**config.mk**
```make
export PLATFORM = sky130hd
export DESIGN_NAME = acc_datapath
export DESIGN_NICKNAME = d
export VERILOG_FILES = /design/src/rtl/acc_datapath.sv
export SDC_FILE = /design/constraint.sdc
export NUM_CORES = 1
export LEC_CHECK = 0
export ABC_CLOCK_PERIOD_IN_PS = 6440
export CELL_PAD_IN_SITES_DETAIL_PLACEMENT = 1
export CELL_PAD_IN_SITES_GLOBAL_PLACEMENT = 1
export CORE_UTILIZATION = 43
export DETAILED_ROUTE_END_ITERATION = 12
export PLACE_DENSITY = 0.89
export REMOVE_ABC_BUFFERS = 1
export SLEW_MARGIN = 5
export SYNTH_ARGS = -nofsm -noshare
export SYNTH_HDL_FRONTEND = slang
export SYNTH_SLANG_ARGS = --single-unit
export TNS_END_PERCENT = 100
```
**constraint.sdc**
```tcl
create_clock -name clock -period 6.44 [get_ports clock]
set_clock_uncertainty 0.15 [all_clocks]
set_input_delay 0.966 -clock clock [delete_from_list [all_inputs] [get_ports clock]]
set_output_delay 0.966 -clock clock [all_outputs]
set_load 0.03 [all_outputs]
```
**src/rtl/acc_datapath.sv**
```systemverilog
// Datapath for the accumulator machine: PC, IR, ACC/carry and a multi-cycle
// restoring divider, steered by the controller's strobes.
module acc_datapath #(
   parameter int ADDR_W = 5,
   parameter int DATA_W = 8
) (
   input  logic              clock,
   input  logic              reset,
   input  logic              load_ir,
   input  logic              load_acc,
   input  logic              sel_bus,
   input  logic              pass_add,
   input  logic              div_pass,
   input  logic              ld_pc,
   input  logic              clr_pc,
   input  logic              inc_pc,
   input  logic              ir_on_adr,
   input  logic              pc_on_adr,
   input  logic              mem_read,
   input  logic              mem_write,
   input  logic [DATA_W-1:0] mem_rdata,
   output logic [2:0]        opcode,
   output logic [ADDR_W-1:0] mem_addr,
   output logic [DATA_W-1:0] mem_wdata,
   output logic              mem_re,
   output logic              mem_we,
   output logic [DATA_W-1:0] acc_out,
   output logic [ADDR_W-1:0] pc_out,
   output logic              carry,
   output logic [DATA_W-1:0] rem_out,
   output logic              div_busy,
   output logic              div_done,
   output logic              div_zero,
   output logic [1:0]        div_state
);

   localparam logic [1:0] S_IDLE = 2'd0;
   localparam logic [1:0] S_RUN  = 2'd1;
   localparam logic [1:0] S_DONE = 2'd2;

   localparam int CNT_W = $clog2(DATA_W + 1);
   localparam logic [CNT_W-1:0] CNT_LAST = CNT_W'(DATA_W);
   localparam logic [CNT_W-1:0] CNT_ONE  = CNT_W'(1);
   localparam logic [ADDR_W-1:0] PC_ONE  = ADDR_W'(1);

   logic [ADDR_W-1:0] pc;
   logic [DATA_W-1:0] ir;
   logic [DATA_W-1:0] acc;
   logic              carry_q;
   logic [DATA_W-1:0] rem_q;
   logic              div_zero_q;
   logic [1:0]        state;
   logic [CNT_W-1:0]  cnt;
   logic [DATA_W-1:0] dvs;
   logic [DATA_W-1:0] quo;
   logic [DATA_W-1:0] part;
   logic              zero_div;

   logic              busy;
   logic              finish;
   logic              acc_load;
   logic [DATA_W:0]   shifted;
   logic [DATA_W:0]   diff;
   logic              fits;
   logic [DATA_W:0]   sum;

   assign busy     = (state != S_IDLE);
   assign finish   = (state == S_RUN) && (cnt == CNT_LAST);
   assign acc_load = load_acc & sel_bus;
   assign sum      = {1'b0, acc} + {1'b0, mem_rdata};

   // Partial remainder stays below the divisor, so the sign bit of diff
   // alone tells whether the shifted value covers the divisor.
   assign shifted = {part, quo[DATA_W-1]};
   assign diff    = shifted - {1'b0, dvs};
   assign fits    = ~diff[DATA_W];

   always_comb begin
      mem_addr = '0;
      if (ir_on_adr)
         mem_addr = ir[ADDR_W-1:0];
      else if (pc_on_adr)
         mem_addr = pc;
   end

   assign mem_re    = mem_read;
   assign mem_we    = mem_write & ~busy;
   assign mem_wdata = acc;
   assign opcode    = ir[DATA_W-1:DATA_W-3];
   assign acc_out   = acc;
   assign pc_out    = pc;
   assign carry     = carry_q;
   assign rem_out   = rem_q;
   assign div_busy  = busy;
   assign div_done  = (state == S_DONE);
   assign div_zero  = div_zero_q;
   assign div_state = state;

   always_ff @(posedge clock or posedge reset) begin
      if (reset)
         ir <= '0;
      else if (load_ir)
         ir <= mem_rdata;
   end

   always_ff @(posedge clock or posedge reset) begin
      if (reset)
         pc <= '0;
      else if (clr_pc)
         pc <= '0;
      else if (inc_pc)
         pc <= pc + PC_ONE;
      else if (ld_pc)
         pc <= ir[ADDR_W-1:0];
   end

   always_ff @(posedge clock or posedge reset) begin
      if (reset) begin
         acc        <= '0;
         carry_q    <= 1'b0;
         rem_q      <= '0;
         div_zero_q <= 1'b0;
      end else if (finish) begin
         acc        <= quo;
         rem_q      <= part;
         div_zero_q <= zero_div;
      end else if (!busy) begin
         if (acc_load)
            acc <= mem_rdata;
         else if (pass_add)
            {carry_q, acc} <= sum;
      end
   end

   // A zero divisor skips the step phase: counter preset to its last value
   // so the very next edge writes the saturated result.
   always_ff @(posedge clock or posedge reset) begin
      if (reset) begin
         state    <= S_IDLE;
         cnt      <= '0;
         dvs      <= '0;
         quo      <= '0;
         part     <= '0;
         zero_div <= 1'b0;
      end else begin
         case (state)
            S_IDLE: begin
               if (div_pass && !acc_load && !pass_add) begin
                  dvs   <= mem_rdata;
                  state <= S_RUN;
                  if (mem_rdata == '0) begin
                     quo      <= '1;
                     part     <= acc;
                     cnt      <= CNT_LAST;
                     zero_div <= 1'b1;
                  end else begin
                     quo      <= acc;
                     part     <= '0;
                     cnt      <= '0;
                     zero_div <= 1'b0;
                  end
               end
            end
            S_RUN: begin
               if (cnt == CNT_LAST) begin
                  state <= S_DONE;
               end else begin
                  part <= fits ? diff[DATA_W-1:0] : shifted[DATA_W-1:0];
                  quo  <= {quo[DATA_W-2:0], fits};
                  cnt  <= cnt + CNT_ONE;
               end
            end
            S_DONE:  state <= S_IDLE;
            default: state <= S_IDLE;
         endcase
      end
   end

endmodule

```
==> results of run 1 <==
## cells in the mapped netlist, drive strengths merged, types with 2 or more instances
cell type  count
buf           19
dfrtp         62
o221a          2
fa             2
nor2b          7
a211oi         4
a32oi          2
a21oi         39
a221oi         5
a31oi          8
ha            19
and3           2
nor2          35
nand3         10
clkbuf        10
a21o           6
nor4           2
o21a           2
xor2           5
nand2         75
and2           3
nand3b         3
inv           20
o2bb2ai        2
xnor2          3
mux2i          4
nor3b          2
o21bai         2
a21boi         2
nand2b         4
o21ai         31
mux2          10
nor3           7
nand4          2
o22ai          3
## registers in the layout (all words and copies together) (netlist names)
name	count
carry	1
pc_out	5
dvs	8
part	8
acc_out	8
div_state	2
cnt	4
rem_out	8
quo	8
div_zero	1
zero_div	1
ir	8
## worst reg2reg max path: cells and delay by family, from the launching register on
kind            cells  cell delay (ns)
flops               1             0.36
simple gates        1             0.20
mux                 1             0.42
fa+ha+maj           2             0.61
compound gates      3             1.29
buf+inv             1             0.10
## power groups by stage
stage	Clock (mW)	Sequential (mW)	Combinational (mW)
floorplan	0	0.819	0.871
global placement	0	0.707	1.41
detailed placement	0	0.712	1.48
CTS	0.440	0.712	1.52
global route	0.455	0.736	1.65
finish	0.440	0.715	1.52
## layout make-up
cell class / instances / area [µm²]
Clock buffer: 13 / 158.9
Clock inverter: 3 / 90.09
Fill cell: 964 / 3730
Inverter: 20 / 75.07
Multi-Input combinational cell: 313 / 1907
Sequential cell: 62 / 1551
Tap cell: 105 / 131.4
Timing Repair Buffer: 66 / 655.6
## path summary, 6_finish.rpt
path / slack (ns) / depth (start not counted) / endpoint
worst max-delay path: 2.80 / 4 / mem_addr[0]
worst min-delay path: 0.33 / 2 / rem_out[7]$_DFFE_PP0P_
worst max register to register: 3.25 / 8 / part[0]$_DFFE_PP0P_
worst min register to register: 0.33 / 2 / rem_out[7]$_DFFE_PP0P_
max in group asynchronous: 4.58 / 3 / quo[4]$_DFFE_PP0P_
min in group asynchronous: 1.02 / 3 / rem_out[0]$_DFFE_PP0P_
## kinds of logic (layout without fill, tap and decap cells)
group	count (synthesis)	in the layout
adder cells (fa/ha/maj)	21	21
XOR/XNOR	8	8
buffers and inverters	49	102
AND/OR/NAND/NOR	156	156
flip-flops	62	62
multiplexers	14	14
AO/OA/AOI/OAI	114	114
## per-stage QoR
stage               power, mW    util  instances  hold slack, ns  worst slack, ns
floorplan               1.690       -        395          0.2886            3.623
global placement        2.121  0.5206        566          0.3089            2.887
detailed placement      2.191  0.5206        566          0.3115            2.796
CTS                     2.668  0.5506        582          0.3297            2.797
global route            2.842  0.5506        582          0.3552            2.699
finish                  2.673  0.5506        582          0.3253            2.798
## per-layer routing
layer / GRT usage / share of wire
met1: 0.3406 / 0.43
met3: 0.03865 / 0.031
met4: 0.1313 / 0.029
met5: 0 / 0
met2: 0.4820 / 0.51
==> key figures, run 1 <==
Floorplan
  • Die Area: 0.008997 mm²
  • Die Width: 94.85 µm
  • Die height: 94.85 µm
  • Starting density of the core: 0.4467
  • Total I/O pin count: 67
  • # rows: 33
  • Core area: 0.008299 mm²

Power
  • Combinational share of power: 0.568
  • Power Internal: 1.436 mW
  • Worst IR Drop VDD: 0.3079 mV
  • Clock power share: 0.165
  • P_sw: 1.237 mW
  • Sequential power share: 0.267
  • Pwr Density: 585.0 mW/mm²
  • Sw Share: 0.4628
  • Static Leak: 2.021 nW

Global route
  • Initial antenna violation count: 0
  • Grt ovf: 0
  • GRT Util Overall: 0.2786
  • First-pass GRT wire length: 18,880 µm
  • Largest net degree at the start of global routing: 63
  • Number of global-route vias before repair: 3,676

Drt
  • Routed Antenna Nets: 0
  • Via Count: 3,413
  • Vias per inst: 5.864
  • DR WL/cell: 19.82 µm
  • # DRC: 0
  • Drt total wl: 11,540 µm
  • TritonRoute pass-1 iters: 4
  • Iter 0 DRT Violations: 194

Yosys
  • Top cell type's share of synthesized area: 0.4185
  • Part of the Yosys area used for sequential elements: 0.4185
  • Mux share of post-synthesis cell area: 0.04117
  • Synth area leader: dfrtp_1
  • EDFF count, synth: 0
  • Largest cells by area after synthesis: dfrtp_1 (42%), nand2_1 (7.6%), ha_1 (6.4%)
  • Avg Cell Area, Syn: 8.744 µm²
  • Most used DFF post-synth: dfrtp_1
  • Compound-cell area share of the yosys netlist: 0.1897
  • FFs w/ async S/R, synth: 1.000
  • Mapped Area: 0.003707 mm²
  • YS warnings: 0
  • Main combinational cell family by area after synthesis: compound AO/OA/AOI/OAI gates
  • Synthesized flop and latch total: 62
  • Mapped Cells: 424
  • Xor/xnor share of the synthesized area: 0.01890
  • Adder-cell share of the synthesized area: 0.07492
  • Simple-gate share of the synthesized area: 0.1897
  • Number of library cell types mapped by synthesis: 54

Worst setup path
  • Most frequent cell on the critical path: clkdlybuf4s50_1
  • Worst path max stage delay: 0.70 ns
  • CP delay by family, top: buffers and inverters
  • Worst Path Class, Setup: input pin to primary output
  • CP startpoint: ir_on_adr
  • Type of origin of the critical path: input pin
  • Number of buffers and inverters on the critical path: 2
  • R2R Path Start: quo[7]$_DFFE_PP0P_
  • Crit. End Element: primary output
  • Crit-path slowest cell: clkdlybuf4s50_1
  • CP Max Fanout: 10
  • Data arrival, critical path: 2.53 ns
  • CP Cell Sequence: clkdlybuf4s50_1 -> nand2_1 -> o21ai_0 -> clkdlybuf4s50_1
  • WP data required: 5.32 ns

Cells and area
  • Nets: 515
  • # diodes: 0
  • Most common cell after layout, fill and taps aside: nand2_1
  • Design area: 0.004569 mm²
  • Area grow syn2layout: 23.25%
  • Share of layout cells above drive strength 1: 0.07338
  • Most frequent cells in the layout: nand2_1 (75), clkdlybuf4s50_1 (64), dfrtp_1 (62)

STA
  • Final setup violation count: 0
  • Hold Vio Cnt, Final: 0
  • RSZ-0062 raised after global routing: false
  • F_max: 0.2746 GHz
  • Max-slew violation count: 0
  • Worst slew margin: 0.3832
  • Final min period: 3.642 ns
  • Final worst-path cycle share: 0.5656
  • Worst slew pin tran: 0.9235 ns
  • TNS Setup: 0 ns

Clock tree
  • Htree depth: 3
  • Post-cts resize count: 0
  • Hold-fix buffers, CTS: 0
  • Worst-case clock buffer depth: 2
  • Post-CTS setup buffers: 0
  • Clock Latency Late Sink: 0.35 ns
  • Root Buffer: clkbuf_8
  • CTS buffer count: 9
  • # clock sinks: 62
  • Clock slew seen by the registers of the worst setup and hold paths: 0.07 ns
  • TritonCTS clock tree: built

Place
  • Port Buffers: 64
  • Placer Congestion: 0.8765
  • DP Wirelength: 7937 µm
  • Post-DP Area: 0.004320 mm²

Worst hold path
  • HP Start: rem_out[7]$_DFFE_PP0P_
  • Worst hold path type: flop to flop

Run
  • # Max-Cap Violations: 0

Status
  • Status: complete, no violations
(Power assumes the default switching activity.)
==> run 2: changes to the inputs <==
Settings changed: ABC_CLOCK_PERIOD_IN_PS 6440 to 3600, CORE_UTILIZATION 43 to 40, PLACE_DENSITY 0.89 to 0.84.
Clock period 6.44 ns to 3.6 ns, I/O delays scaled along.
==> run 2 against run 1 <==
Clock-buffer cell count did not move. Highest routed layer unchanged. Global-route usage decreased by 2.8 points. Hold slack better by 0.0033 ns. Critical path type unchanged. Largest power group unchanged. Critical path depth unchanged. Sequential power grew 79%. Register-to-register slack worse by 2.5 ns. Core utilization is 3.4 points lower. Clock power up 58%. Sequential share of layout area barely moved. Sequential cell count stayed put. Worst setup slack lost 2.1 ns.
==> key figures, run 2 (same netlist as run 1, synthesis figures left out) <==
STA
  • Final min period: 2.873 ns
  • Final Hold Slack: 0.3286 ns (+0.003292 ns)
  • Final setup violation count: 0 (unchanged)
  • RSZ-0062 raised after global routing: false
  • Max-slew violation count: 0 (unchanged)
  • Worst slew margin: 0.4765 (+0.09328)
  • F_max: 0.3480 GHz
  • TNS Setup: 0 ns (unchanged)
  • Hold Vio Cnt, Final: 0 (unchanged)
  • Worst slew pin tran: 0.7834 ns (-0.1401 ns)
  • Final worst-path cycle share: 0.7981

Status
  • Status: complete, no violations

Drt
  • Via Count: 3,457 (+1.3%)
  • Routed Antenna Nets: 0 (unchanged)
  • # DRC: 0 (unchanged)
  • DR WL/cell: 19.59 µm (-1.2%)
  • Drt total wl: 11,540 µm (about the same)
  • TritonRoute pass-1 iters: 4 (unchanged)
  • Iter 0 DRT Violations: 221 (+14%)
  • Vias per inst: 5.869 (about the same)

Worst setup path
  • Reg2reg end: part[0]$_DFFE_PP0P_
  • Crit. End Element: primary output
  • CP Max Fanout: 10 (unchanged)
  • WP data required: 2.91 ns (-2.41 ns)
  • Type of origin of the critical path: input pin
  • Data arrival, critical path: 2.18 ns (-0.35 ns)
  • Worst Path Class, Setup: input pin to primary output
  • R2R depth: 9 (+1)
  • Setup slack on the worst flop-to-flop path: 0.73 ns (-2.52 ns)
  • R2R Path Start: quo[7]$_DFFE_PP0P_

Cells and area
  • # diodes: 0 (unchanged)
  • Share of layout cells above drive strength 1: 0.07900 (+0.005627)
  • Most common cell after layout, fill and taps aside: nand2_1
  • Area grow syn2layout: 23.29% (about the same)
  • Non-Filler Instances: 589 (+1.2%)
  • Nets: 519 (+0.78%)
  • Most frequent cells in the layout: nand2_1 (75), clkdlybuf4s50_1 (64), dfrtp_1 (62)

Worst hold path
  • Worst hold path type: flop to flop
  • Hold path cells: 2 (unchanged)
  • HP Start: rem_out[4]$_DFFE_PP0P_
  • Hold path endpoint: rem_out[4]$_DFFE_PP0P_

Power
  • Clock power share: 0.147 (-0.018)
  • Sequential power share: 0.270 (+0.003)
  • Power Internal: 2.507 mW (+75%)
  • P_sw: 2.222 mW (+80%)
  • Sw Share: 0.4699 (+0.007089)
  • Combinational share of power: 0.583 (+0.015)
  • Pwr Density: 1035 mW/mm² (+77%)
  • Total Power: 4.729 mW (+77%)
  • Static Leak: 2.022 nW (about the same)
  • Worst IR Drop VDD: 0.4463 mV (+45%)

Floorplan
  • # rows: 34 (+3.0%)
  • Total I/O pin count: 67 (unchanged)
  • Core area: 0.008848 mm² (+6.6%)
  • Die height: 98.27 µm (+3.6%)
  • Die Area: 0.009657 mm² (+7.3%)
  • Starting density of the core: 0.4190 (-0.02773)
  • Die Width: 98.27 µm (+3.6%)

Clock tree
  • Root Buffer: clkbuf_8
  • Worst-case clock buffer depth: 2 (unchanged)
  • Post-CTS setup buffers: 0 (unchanged)
  • Htree depth: 3 (unchanged)
  • TritonCTS clock tree: built
  • # clock sinks: 62 (unchanged)
  • Hold-fix buffers, CTS: 0 (unchanged)
  • CTS buffer count: 9 (unchanged)
  • Post-cts resize count: 0 (unchanged)
  • Clock slew seen by the registers of the worst setup and hold paths: 0.07 ns (about the same)
  • Clock Latency Late Sink: 0.34 ns (about the same)

Run
  • # Max-Cap Violations: 0 (unchanged)

Global route
  • Number of global-route vias before repair: 3,693 (+0.46%)
  • Largest net degree at the start of global routing: 30 (-52%)
  • GRT Util Overall: 0.2504 (-0.02817)
  • First-pass GRT wire length: 18,800 µm (-0.40%)
  • Grt ovf: 0 (unchanged)
  • Initial antenna violation count: 0 (unchanged)

Place
  • DP Cell Count: 573 (+1.2%)
  • Placer Congestion: 0.8355 (-4.7%)
  • DP Wirelength: 8232 µm (+3.7%)
  • Port Buffers: 64 (unchanged)
==> run 2: final cells by class <==
cell class / count / area, µm²
clock buffers: 13 / 148.9
flip-flops and latches: 62 / 1551
multi-input cells: 313 / 1907
well taps: 108 / 135.1
fillers: 1065 / 4278
clock inverters: 3 / 67.56
repair buffers: 70 / 685.7
inverters: 20 / 75.07
==> run 2: critical path, cell delays in order <==
cell and delay [ns]:
clkdlybuf4s50_1 0.67, nand2_1 0.13, o21ai_0 0.12, clkdlybuf4s50_1 0.72
==> run 2: worst max-delay path by stage <==
| stage | endpoint | cells after the start | slack (ns) | start |
|---|---|---|---|---|
| after CTS | mem_addr[0] | 4 | 0.75 | ir_on_adr |
| after global placement | carry$_DFFE_PP0P_ | 9 | 0.63 | mem_rdata[0] |
| after detailed placement | carry$_DFFE_PP0P_ | 9 | 0.55 | mem_rdata[0] |
| after global routing | part[0]$_DFFE_PP0P_ | 9 | 0.64 | quo[7]$_DFFE_PP0P_ |
| after floorplan | part[0]$_DFFE_PP0P_ | 7 | 0.89 | dvs[0]$_DFFE_PP0P_ |
| final | mem_addr[0] | 4 | 0.73 | ir_on_adr |
==> run 2: metrics by stage <==
stage	setup WS, ns	instance area [µm²]	util
detailed placement	0.5544	4354	0.4921
global placement	0.6345	4354	0.4921
finish	0.7267	4571	0.5165
floorplan	0.8913	3533	-
global route	0.6354	4571	0.5165
CTS	0.7465	4571	0.5165
==> run 2: per-layer routing <==
metal	part of all wire	global-route usage	vias to the layer above	wire length, µm
met5	0	0	-	0
met4	0.019	0.08152	0	221
met3	0.041	0.04868	20	468
met2	0.51	0.4464	86	5935
met1	0.43	0.3035	1779	4913
li1	-	-	1572	-
==> run 2: power by group through the flow <==
stage / Clock (mW) / Sequential, mW / Combinational (mW)
6_report: 0.694 / 1.28 / 2.76
4_1_cts: 0.703 / 1.28 / 2.76
3_3_place_gp: 0 / 1.27 / 2.55
5_1_grt: 0.730 / 1.31 / 3.01
3_5_place_dp: 0 / 1.28 / 2.69
2_1_floorplan: 0 / 1.47 / 1.56
==> run 3: changes to the inputs <==
Settings changed: ABC_CLOCK_PERIOD_IN_PS 3600 to 2870.
Clock period 3.6 ns to 2.87 ns, I/O delays scaled along.
==> run 3 against run 2 <==
Via count is 1.5% lower. Combinational power is 28% higher. Critical path depth is 5 higher. Critical endpoint is now part[1]$_DFFE_PP0P_. Sequential power is 26% higher. Largest power group unchanged. Sequential cell count stayed put.
==> key figures, run 3 (same netlist as run 1, synthesis figures left out) <==
Clock tree
  • Htree depth: 3 (unchanged)
  • Worst-case clock buffer depth: 2 (unchanged)
  • CTS buffer count: 9 (unchanged)
  • # clock sinks: 62 (unchanged)
  • Clock slew seen by the registers of the worst setup and hold paths: 0.08 ns (about the same)
  • Root Buffer: clkbuf_8
  • Post-CTS setup buffers: 0 (unchanged)
  • Hold-fix buffers, CTS: 0 (unchanged)
  • TritonCTS clock tree: built
  • Post-cts resize count: 0 (unchanged)
  • Clock Latency Late Sink: 0.35 ns (about the same)

STA
  • Worst slew margin: 0.6465 (+0.1700)
  • Max-slew violation count: 0 (unchanged)
  • RSZ-0062 raised after global routing: false
  • Hold Vio Cnt, Final: 0 (unchanged)
  • Final setup violation count: 0 (unchanged)
  • F_max: 0.3657 GHz
  • TNS Setup: 0 ns (unchanged)
  • Final min period: 2.734 ns
  • Final Hold Slack: 0.2328 ns (-0.09577 ns)
  • Worst slew pin tran: 0.5303 ns (-0.2531 ns)
  • Final worst-path cycle share: 0.9527

Status
  • Status: complete, no violations

Cells and area
  • Nets: 531 (+2.3%)
  • Share of layout cells above drive strength 1: 0.1075 (+0.02850)
  • Most common cell after layout, fill and taps aside: nand2_1
  • Area grow syn2layout: 25.68%
  • # diodes: 0 (unchanged)
  • Non-Filler Instances: 601 (+2.0%)
  • Most frequent cells in the layout: nand2_1 (75), clkdlybuf4s50_1 (64), dfrtp_1 (62)

Floorplan
  • Total I/O pin count: 67 (unchanged)
  • Starting density of the core: 0.4190 (unchanged)
  • Die height: 98.27 µm (unchanged)
  • Die Area: 0.009657 mm² (unchanged)
  • Core area: 0.008848 mm² (unchanged)
  • # rows: 34 (unchanged)
  • Die Width: 98.27 µm (unchanged)

Global route
  • GRT Util Overall: 0.2655 (+0.01512)
  • Initial antenna violation count: 0 (unchanged)
  • First-pass GRT wire length: 20,060 µm (+6.7%)
  • Grt ovf: 0 (unchanged)
  • Number of global-route vias before repair: 3,848 (+4.2%)
  • Largest net degree at the start of global routing: 29 (-3.3%)

Worst setup path
  • CP Max Fanout: 10 (unchanged)
  • Type of origin of the critical path: flop
  • Crit-path slowest cell: fa_1
  • Data arrival, critical path: 2.85 ns (+0.67 ns)
  • CP Cell Sequence: inv_1 -> ha_1 -> fa_1 -> nand2b_1 -> a211o_1 -> a211oi_2 -> buf_6 -> mux2_2 -> a21oi_1
  • Worst path max stage delay: 0.39 ns (-0.33 ns)
  • Worst Path Class, Setup: flop to flop
  • Crit. End Element: flop
  • WP data required: 2.99 ns (+0.08 ns)

Drt
  • Via Count: 3,404 (-1.5%)
  • Routed Antenna Nets: 0 (unchanged)
  • # DRC: 0 (unchanged)
  • Vias per inst: 5.664 (-3.5%)
  • Drt total wl: 11,920 µm (+3.3%)
  • Iter 0 DRT Violations: 147 (-33%)
  • TritonRoute pass-1 iters: 4 (unchanged)
  • DR WL/cell: 19.84 µm (+1.3%)

Place
  • DP Wirelength: 8715 µm (+5.9%)
  • Port Buffers: 64 (unchanged)
  • Placer Congestion: 0.8244 (-1.3%)
  • DP Cell Count: 585 (+2.1%)

Run
  • # Max-Cap Violations: 0 (unchanged)

Worst hold path
  • Worst hold path type: input pin to async pin

Power
  • Static Leak: 2.073 nW (+2.5%)
  • Pwr Density: 1270 mW/mm² (+23%)
  • Worst IR Drop VDD: 0.6915 mV (+55%)
-- run 3: critical path: cells and delay by family, from the launching register on --
| family | cells | cell delay (ns) |
|---|---|---|
| AOI/OAI and AO/OA | 3 | 0.73 |
| adders and majority gates | 2 | 0.60 |
| DFF | 1 | 0.38 |
| muxes | 1 | 0.34 |
| and+or+nand+nor | 1 | 0.21 |
| buffers and inverters | 2 | 0.25 |
-- run 3: worst paths after layout --
check                                             from                      to  slack (ns)  cells after the start
min in group clock              rem_out[0]$_DFFE_PP0P_  rem_out[0]$_DFFE_PP0P_        0.33                      2
worst max-delay path                quo[7]$_DFFE_PP0P_     part[1]$_DFFE_PP0P_        0.14                      9
max in group asynchronous                        reset  rem_out[6]$_DFFE_PP0P_        1.73                      3
worst min register to register  rem_out[0]$_DFFE_PP0P_  rem_out[0]$_DFFE_PP0P_        0.33                      2
worst min-delay path                             reset   pc_out[3]$_DFFE_PP0P_        0.23                      2
worst max register to register      quo[7]$_DFFE_PP0P_     part[1]$_DFFE_PP0P_        0.14                      9
-- run 3: report_power, final --
| part | internal, mW | leakage (nW) | switching [mW] |
|---|---|---|---|
| logic | 1.48 | 1.22 | 2.04 |
| registers | 1.22 | 0.760 | 0.380 |
| clock network | 0.402 | 0.0914 | 0.390 |
| total | 3.11 | 2.07 | 2.81 |
-- run 3: per-stage QoR --
step           setup slack [ns]  total power [mW]  cell area [µm²]    util
2_1_floorplan            0.1613             3.792             3533       -
3_3_place_gp            0.08036             4.865             4457  0.5037
3_5_place_dp         -0.0001894             5.069             4457  0.5037
4_1_cts                  0.1276             5.910             4656  0.5262
5_1_grt                0.003698             6.349             4659  0.5266
6_report                 0.1358             5.915             4659  0.5266
-- run 3: per-layer routing --
metal / wire [µm] / GRT usage / vias up
met3: 369 / 0.02935 / 18
met1: 5292 / 0.3448 / 1717
met4: 220 / 0.09529 / 0
met2: 6041 / 0.4588 / 75
met5: 0 / 0 / -
li1: - / - / 1594
-- run 3: final cells by class --
| class | instances | area, µm² |
|---|---|---|
| Tap cell | 108 | 135.1 |
| Fill cell | 1058 | 4189 |
| Multi-Input combinational cell | 313 | 1907 |
| Inverter | 20 | 75.07 |
| Sequential cell | 62 | 1551 |
| Clock inverter | 7 | 75.07 |
| Timing Repair Buffer | 82 | 792.0 |
| Clock buffer | 9 | 123.9 |
